<file path="config.mk">
export PLATFORM = sky130hd
export DESIGN_NAME = dc_offset_ramp_flat
export DESIGN_NICKNAME = d
export VERILOG_FILES = /design/src/rtl/dc_offset_ramp_if.sv /design/src/rtl/dc_offset_ramp.sv /design/src/flat_wrapper.sv
export SDC_FILE = /design/constraint.sdc
export NUM_CORES = 1
export LEC_CHECK = 0
export ABC_CLOCK_PERIOD_IN_PS = 6900
export CORE_MARGIN = 4
export CORE_UTILIZATION = 52
export CTS_CLUSTER_DIAMETER = 50
export DETAILED_ROUTE_END_ITERATION = 6
export PLACE_DENSITY = 0.76
export SLEW_MARGIN = 15
export SYNTH_ARGS = -nofsm -noshare
export SYNTH_HDL_FRONTEND = slang
export SYNTH_SLANG_ARGS = --single-unit
</file>
<file path="constraint.sdc">
create_clock -name clk -period 6.9 [get_ports clk]
set_input_delay 1.38 -clock clk [delete_from_list [all_inputs] [get_ports clk]]
set_output_delay 1.38 -clock clk [all_outputs]
set_load 0.05 [all_outputs]
</file>
<file path="src/rtl/dc_offset_ramp_if.sv">
// Interface bundling the stream, bias-control and status signals of dc_offset_ramp.
// Latency: none (wiring only).
// Backpressure: none; the stream is strobe-qualified by ena and cannot be stalled.
// master : drives ena, data_in, offset_target, offset_load, ramp_step; observes outputs.
// slave  : the dc_offset_ramp side; drives data_out, offset_cur, ramp_busy, sat_flag.
interface dc_offset_ramp_if #(
    parameter int WIDTH      = 32,
    parameter int STEP_WIDTH = 16
);
    logic                  ena;
    logic [WIDTH-1:0]      data_in;
    logic [WIDTH-1:0]      offset_target;
    logic                  offset_load;
    logic [STEP_WIDTH-1:0] ramp_step;
    logic [WIDTH-1:0]      data_out;
    logic [WIDTH-1:0]      offset_cur;
    logic                  ramp_busy;
    logic                  sat_flag;

    modport master (
        output ena, data_in, offset_target, offset_load, ramp_step,
        input  data_out, offset_cur, ramp_busy, sat_flag
    );

    modport slave (
        input  ena, data_in, offset_target, offset_load, ramp_step,
        output data_out, offset_cur, ramp_busy, sat_flag
    );
endinterface

</file>
<file path="src/rtl/dc_offset_ramp.sv">
// Re-inserts a programmable DC bias into a signed sample stream, ramping bias changes per strobe.
// Latency: data_out is registered 1 clk after the ena cycle; holds between strobes.
// Backpressure: none; every ena strobe is consumed. Optional clamp via macro DC_OFFSET_SAT_EN.
// Ports: clk/rst (sync, active-high) plain; all other signals via dc_offset_ramp_if.slave:
//   ena strobe, data_in sample, offset_target/offset_load bias retarget, ramp_step rate,
//   data_out biased sample, offset_cur applied bias, ramp_busy, sat_flag (sticky).
// DC_OFFSET_SAT_EN undefined: sum wraps and sat_flag is tied low.
module dc_offset_ramp #(
    parameter int                      WIDTH          = 32,
    parameter int                      STEP_WIDTH     = 16,
    parameter logic signed [WIDTH-1:0] DEFAULT_OFFSET = '0
) (
    input  logic            clk,
    input  logic            rst,
    dc_offset_ramp_if.slave bus
);

    typedef enum logic {
        ST_IDLE = 1'b0,
        ST_RAMP = 1'b1
    } state_t;

    localparam state_t RESET_STATE = (DEFAULT_OFFSET != '0) ? ST_RAMP : ST_IDLE;

    state_t           state_q,    state_d;
    logic [WIDTH-1:0] target_q,   target_d;
    logic [WIDTH-1:0] cur_q,      cur_d;
    logic [WIDTH-1:0] data_out_q, data_out_d;
    logic             busy_q,     busy_d;

    // Ramp arithmetic: distance to target at WIDTH+1 bits so it can never overflow.
    logic [WIDTH:0]   diff;
    logic [WIDTH:0]   abs_diff;
    logic [WIDTH:0]   step_ext;
    logic [WIDTH-1:0] step_w;

    assign diff     = {target_q[WIDTH-1], target_q} - {cur_q[WIDTH-1], cur_q};
    assign abs_diff = diff[WIDTH] ? (~diff + 1'b1) : diff;
    assign step_ext = {{(WIDTH+1-STEP_WIDTH){1'b0}}, bus.ramp_step};
    assign step_w   = {{(WIDTH-STEP_WIDTH){1'b0}}, bus.ramp_step};

    always_comb begin
        cur_d    = cur_q;
        target_d = target_q;
        state_d  = state_q;

        // Step toward the target held before this edge; a same-cycle load only
        // takes effect on the following strobe.
        if (bus.ena && (state_q == ST_RAMP)) begin
            if ((bus.ramp_step == '0) || (abs_diff <= step_ext)) begin
                cur_d   = target_q;
                state_d = ST_IDLE;
            end else if (diff[WIDTH]) begin
                cur_d   = cur_q - step_w;
                state_d = ST_RAMP;
            end else begin
                cur_d   = cur_q + step_w;
                state_d = ST_RAMP;
            end
        end

        // Retarget compares against the bias that will be applied after this edge,
        // so a mid-ramp reversal needs no extra cycle.
        if (bus.offset_load) begin
            target_d = bus.offset_target;
            state_d  = (bus.offset_target != cur_d) ? ST_RAMP : ST_IDLE;
        end

        busy_d = (state_d == ST_RAMP);
    end

`ifdef DC_OFFSET_SAT_EN
    localparam logic [WIDTH-1:0] MAX_POS = {1'b0, {(WIDTH-1){1'b1}}};
    localparam logic [WIDTH-1:0] MIN_NEG = {1'b1, {(WIDTH-1){1'b0}}};

    logic [WIDTH:0] sum_wide;
    logic           sum_ovf;
    logic           sat_q, sat_d;

    assign sum_wide = {bus.data_in[WIDTH-1], bus.data_in} + {cur_q[WIDTH-1], cur_q};
    // Out of range when the extra sign bit disagrees with the WIDTH-bit sign.
    assign sum_ovf  = sum_wide[WIDTH] ^ sum_wide[WIDTH-1];

    always_comb begin
        data_out_d = data_out_q;
        sat_d      = sat_q;
        if (bus.ena) begin
            if (sum_ovf) begin
                data_out_d = sum_wide[WIDTH] ? MIN_NEG : MAX_POS;
                sat_d      = 1'b1;
            end else begin
                data_out_d = sum_wide[WIDTH-1:0];
            end
        end
    end

    always_ff @(posedge clk) begin
        if (rst) begin
            sat_q <= 1'b0;
        end else begin
            sat_q <= sat_d;
        end
    end

    assign bus.sat_flag = sat_q;
`else
    // Wrapping add: the WIDTH-bit sum is the low bits of the full-precision sum.
    always_comb begin
        data_out_d = data_out_q;
        if (bus.ena) begin
            data_out_d = bus.data_in + cur_q;
        end
    end

    assign bus.sat_flag = 1'b0;
`endif

    always_ff @(posedge clk) begin
        if (rst) begin
            state_q    <= RESET_STATE;
            target_q   <= DEFAULT_OFFSET;
            cur_q      <= '0;
            data_out_q <= '0;
            busy_q     <= (RESET_STATE == ST_RAMP);
        end else begin
            state_q    <= state_d;
            target_q   <= target_d;
            cur_q      <= cur_d;
            data_out_q <= data_out_d;
            busy_q     <= busy_d;
        end
    end

    assign bus.data_out   = data_out_q;
    assign bus.offset_cur = cur_q;
    assign bus.ramp_busy  = busy_q;

endmodule

</file>
<file path="src/flat_wrapper.sv">
// flat-port wrapper written by rule: the top's interface ports become plain ports
module dc_offset_ramp_flat 
#(
    parameter int                      WIDTH          = 32,
    parameter int                      STEP_WIDTH     = 16,
    parameter logic signed [WIDTH-1:0] DEFAULT_OFFSET = '0
)
  (clk, rst, bus_ena, bus_data_in, bus_offset_target, bus_offset_load, bus_ramp_step, bus_data_out, bus_offset_cur, bus_ramp_busy, bus_sat_flag);
  dc_offset_ramp_if #(.WIDTH(WIDTH), .STEP_WIDTH(STEP_WIDTH)) bus_i ();
  input  logic clk;
  input  logic rst;
  input wire logic [$bits(bus_i.ena)-1:0] bus_ena;
  input wire logic [$bits(bus_i.data_in)-1:0] bus_data_in;
  input wire logic [$bits(bus_i.offset_target)-1:0] bus_offset_target;
  input wire logic [$bits(bus_i.offset_load)-1:0] bus_offset_load;
  input wire logic [$bits(bus_i.ramp_step)-1:0] bus_ramp_step;
  output wire logic [$bits(bus_i.data_out)-1:0] bus_data_out;
  output wire logic [$bits(bus_i.offset_cur)-1:0] bus_offset_cur;
  output wire logic [$bits(bus_i.ramp_busy)-1:0] bus_ramp_busy;
  output wire logic [$bits(bus_i.sat_flag)-1:0] bus_sat_flag;
  assign bus_i.ena = bus_ena;
  assign bus_i.data_in = bus_data_in;
  assign bus_i.offset_target = bus_offset_target;
  assign bus_i.offset_load = bus_offset_load;
  assign bus_i.ramp_step = bus_ramp_step;
  assign bus_data_out = bus_i.data_out;
  assign bus_offset_cur = bus_i.offset_cur;
  assign bus_ramp_busy = bus_i.ramp_busy;
  assign bus_sat_flag = bus_i.sat_flag;
  dc_offset_ramp #(.WIDTH(WIDTH), .STEP_WIDTH(STEP_WIDTH), .DEFAULT_OFFSET(DEFAULT_OFFSET)) u_core (.clk(clk), .rst(rst), .bus(bus_i));
endmodule
</file>
==> flow_summary_export.csv <==
group,metric,value,unit
timing,clock_skew,0.0119,ns
worst_setup_path,crit_type,"register to register",
worst_setup_path,reg2reg_setup_slack,0.28,ns
global_route,grt_antenna_before_repair,0,
worst_setup_path,r2r_end,"u_core.state_q",
clock_network,cts_tree,"done",
yosys,yosysSeqAreaShare,16.8,%
die,die-area,24700,µm²
worst_setup_path,max_stage_delay,0.46,ns
yosys,syn_area,11600,µm²
clock_network,cts_buffer_depth,2,
drt,avgRoutedWirePerCell,20.4,µm
drt,drt_pass1_iterations,6,
clock_network,htreeDepth,3,
hold_path,hp-class,"register to register",
layout,multi_input_area,9100,µm²
worst_setup_path,worstPathArrival,6.85,ns
worst_setup_path,worstPathRequired,7.14,ns
clock_network,numCtsBuffers,9,
placement,numPortBuffers,148,
global_route,grt_pass1_wl,63200,µm
flow_run,maxCapViolCount,0,
timing,finalCritPeriodShare,95.9,%
worst_setup_path,critPathLaunchType,"register",
drt,vias,12749,
clock_network,cts_hold_buf,0,
timing,slew-limit-headroom,31.6,%
timing,fin_crit,6.62,ns
timing,worstMarginPinSlew,1.02,ns
timing,timing.final.ws_setup,0.282,ns
yosys,syn_area_per_cell,7.41,µm²
layout,regArea,1950,µm²
pwr,irDropWorstVdd,0.140,mV
layout,nets,1929,
pwr,power.leakage,0.00600,µW
placement,place.gp.congestion,1.03,
drt,dr.first_iter.drc_count,1170,
die,core,21800,µm²
global_route,grt_overflow,0,
global_route,grt_pass1_vias,11869,
clock_network,clock_latency,0.37,ns
die,die_width,157,µm
clock_network,cts_sinks,97,
worst_setup_path,timing.rr.start,"u_core.target_q[0]",
drt,antenna_left,0,
drt,drc_errors,0,
timing,max_freq,151,MHz
drt,drt_wl_total,41000,µm
status,status,"completed",
yosys,yosysUniqueCellTypes,96,
placement,hpwl,32500,µm
die,io_pins,150,
yosys,synthArstFlopShare,0,%
die,row_count,54,
layout,n_fill_cell,1909,
global_route,grt_max_degree,68,
layout,mostFrequentLayoutCell,"nor2_1",
die,start_util,53.0,%
worst_setup_path,cp_slowest_cell,"a2111o_1",
layout,drive_gt1_share,9.28,%
worst_setup_path,critPathCapture,"u_core.state_q",
die,die_h,157,µm
drt,routed_via_density,6.33,
yosys,ys_ff_latch,97,
timing,setup_viol,0,
timing,finalHoldViolations,0,
placement,pre_cts_ws,0.00177,ns
worst_setup_path,crit_start,"u_core.target_q[0]",
layout,fin_util,64.7,%
yosys,synth_fp_nets,1759,
yosys,synth_edf_count,0,
yosys,netlist_instances,1559,
clock_network,clk_pin_slew,0.08,ns
yosys,synthFlopType,"dfxtp_1",
worst_setup_path,cp-end-kind,"register",
timing,slew_violations,0,
worst_setup_path,critPathMostFrequentCell,"buf_4",
worst_setup_path,reg2reg_depth,30,
worst_setup_path,critPathMaxFanout,13,
layout,diodes,0,
yosys,yosysWarnings,0,
layout,area_growth,22.2,%
layout,mostFrequentLayoutCells,"nor2_1, clkdlybuf4s50_1, a21oi_1",
pwr,powerDensity,247,nW/µm²
global_route,gr-usage-all-layers,31.9,%
clock_network,cts_root_buffer,"clkbuf_16",
[how the worst min path moves through the flow]
stage,startpoint,to,slack [ns],cells after the start
final,u_core.bus.data_out[6],u_core.bus.data_out[6],0.49,2
after global routing,u_core.bus.offset_cur[17],u_core.bus.offset_cur[17],0.51,2
after floorplan,u_core.target_q[17],u_core.target_q[17],0.48,2
after global placement,u_core.bus.data_out[6],u_core.bus.data_out[6],0.46,2
after detailed placement,u_core.bus.data_out[1],u_core.bus.data_out[1],0.47,2
after CTS,u_core.bus.data_out[1],u_core.bus.data_out[1],0.48,2
[registers in the layout, summed over array words and instances, names as in the netlist]
register and count:
u_core.target_q 32, u_core.bus.data_out 32, u_core.bus.offset_cur 32, u_core.state_q 1
[through the flow]
step / hold WS [ns] / instance area (µm²) / instances / setup TNS (ns) / total power (µW)
4_1_cts: 0.483 / 14000 / 2007 / 0 / 3410
5_1_grt: 0.509 / 14100 / 2014 / -0.0606 / 3710
3_5_place_dp: 0.470 / 13600 / 1990 / 0 / 2880
6_report: 0.488 / 14100 / 2014 / 0 / 3480
2_1_floorplan: 0.484 / 11600 / 1559 / 0 / 2240
3_3_place_gp: 0.465 / 13600 / 1990 / 0 / 2850
[synth_stat cells, types with 8 or more instances]
library cell  count  area share (%)
nand2b_1         18            0.97
nand4_1          36             1.9
buf_2             9            0.39
or2_2             8            0.43
nor3_1           55             2.4
nor2_1          199             6.5
nor4_1           14            0.76
clkbuf_1         43             1.4
and4_1            9            0.68
buf_1             9            0.29
o211ai_1         21             1.4
xnor2_1          84             6.4
o21ai_0          64             2.8
a21o_1           32             2.1
nand2_1         112             3.6
a31oi_1          19             1.0
and3_1           16            0.87
xor2_1           39             3.0
a21oi_1         115             5.0
nand3_1          30             1.3
ha_1            113              12
o21a_1           18             1.2
o31ai_1          10            0.65
or3_1            10            0.54
nor2b_1          15            0.81
o21bai_1          9            0.58
a211oi_1         30             1.9
mux2i_1          60             5.2
and2_1           12            0.65
o2111ai_1         8            0.61
inv_1            94             3.1
dfxtp_1          97              17
a311oi_1         11            0.83
[power breakdown]
group	internal (µW)	total, µW	switching, µW
clock	264	521	256
combinational	930	2310	1380
sequential	610	653	43.6
[logic make-up after synthesis]
| group | share of synthesized area, % |
|---|---|
| DFF | 16.8 |
| other | 0.0325 |
| adders and majority gates | 12.8 |
| AOI/OAI and AO/OA | 26.3 |
| muxes | 5.72 |
| and+or+nand+nor | 23.6 |
| buffers and inverters | 5.49 |
| xor gates and xnor gates | 9.32 |
[worst max-delay path: cells and delay by family (launching register included)]
| family | cells | cell delay, ns |
|---|---|---|
| xor+xnor | 1 | 0.12 |
| buf+inv | 4 | 0.59 |
| flops | 1 | 0.36 |
| mux | 1 | 0.32 |
| compound gates | 11 | 2.38 |
| fa+ha+maj | 3 | 0.87 |
| simple gates | 10 | 1.85 |
[per-layer routing]
layer | GRT usage, % | vias to the layer above | part of all wire [%]
met1 | 41.5 | 5912 | 41
met5 | 0 | - | 0
met2 | 52.7 | 661 | 46
met4 | 14.4 | 0 | 4.7
li1 | - | 6065 | -
met3 | 4.43 | 111 | 8.0
[repair_timing]
| action | in CTS | in global routing |
|---|---|---|
| pin swaps | 1 | 11 |
| buffers inserted | 1 | 7 |
| resized for setup | 1 | 27 |
| endpoints found under the setup margin | 1 | 4 |
[final cells by class]
cell class                 instances  area share [%]
sequential                        97            13.8
inverter                          95            2.53
multi-input combinational       1302            64.5
clock buffer                      10            1.69
timing repair buffer             224            14.6
clock inverter                     6           0.390
tap                              280            2.48
(Power assumes the default switching activity.)
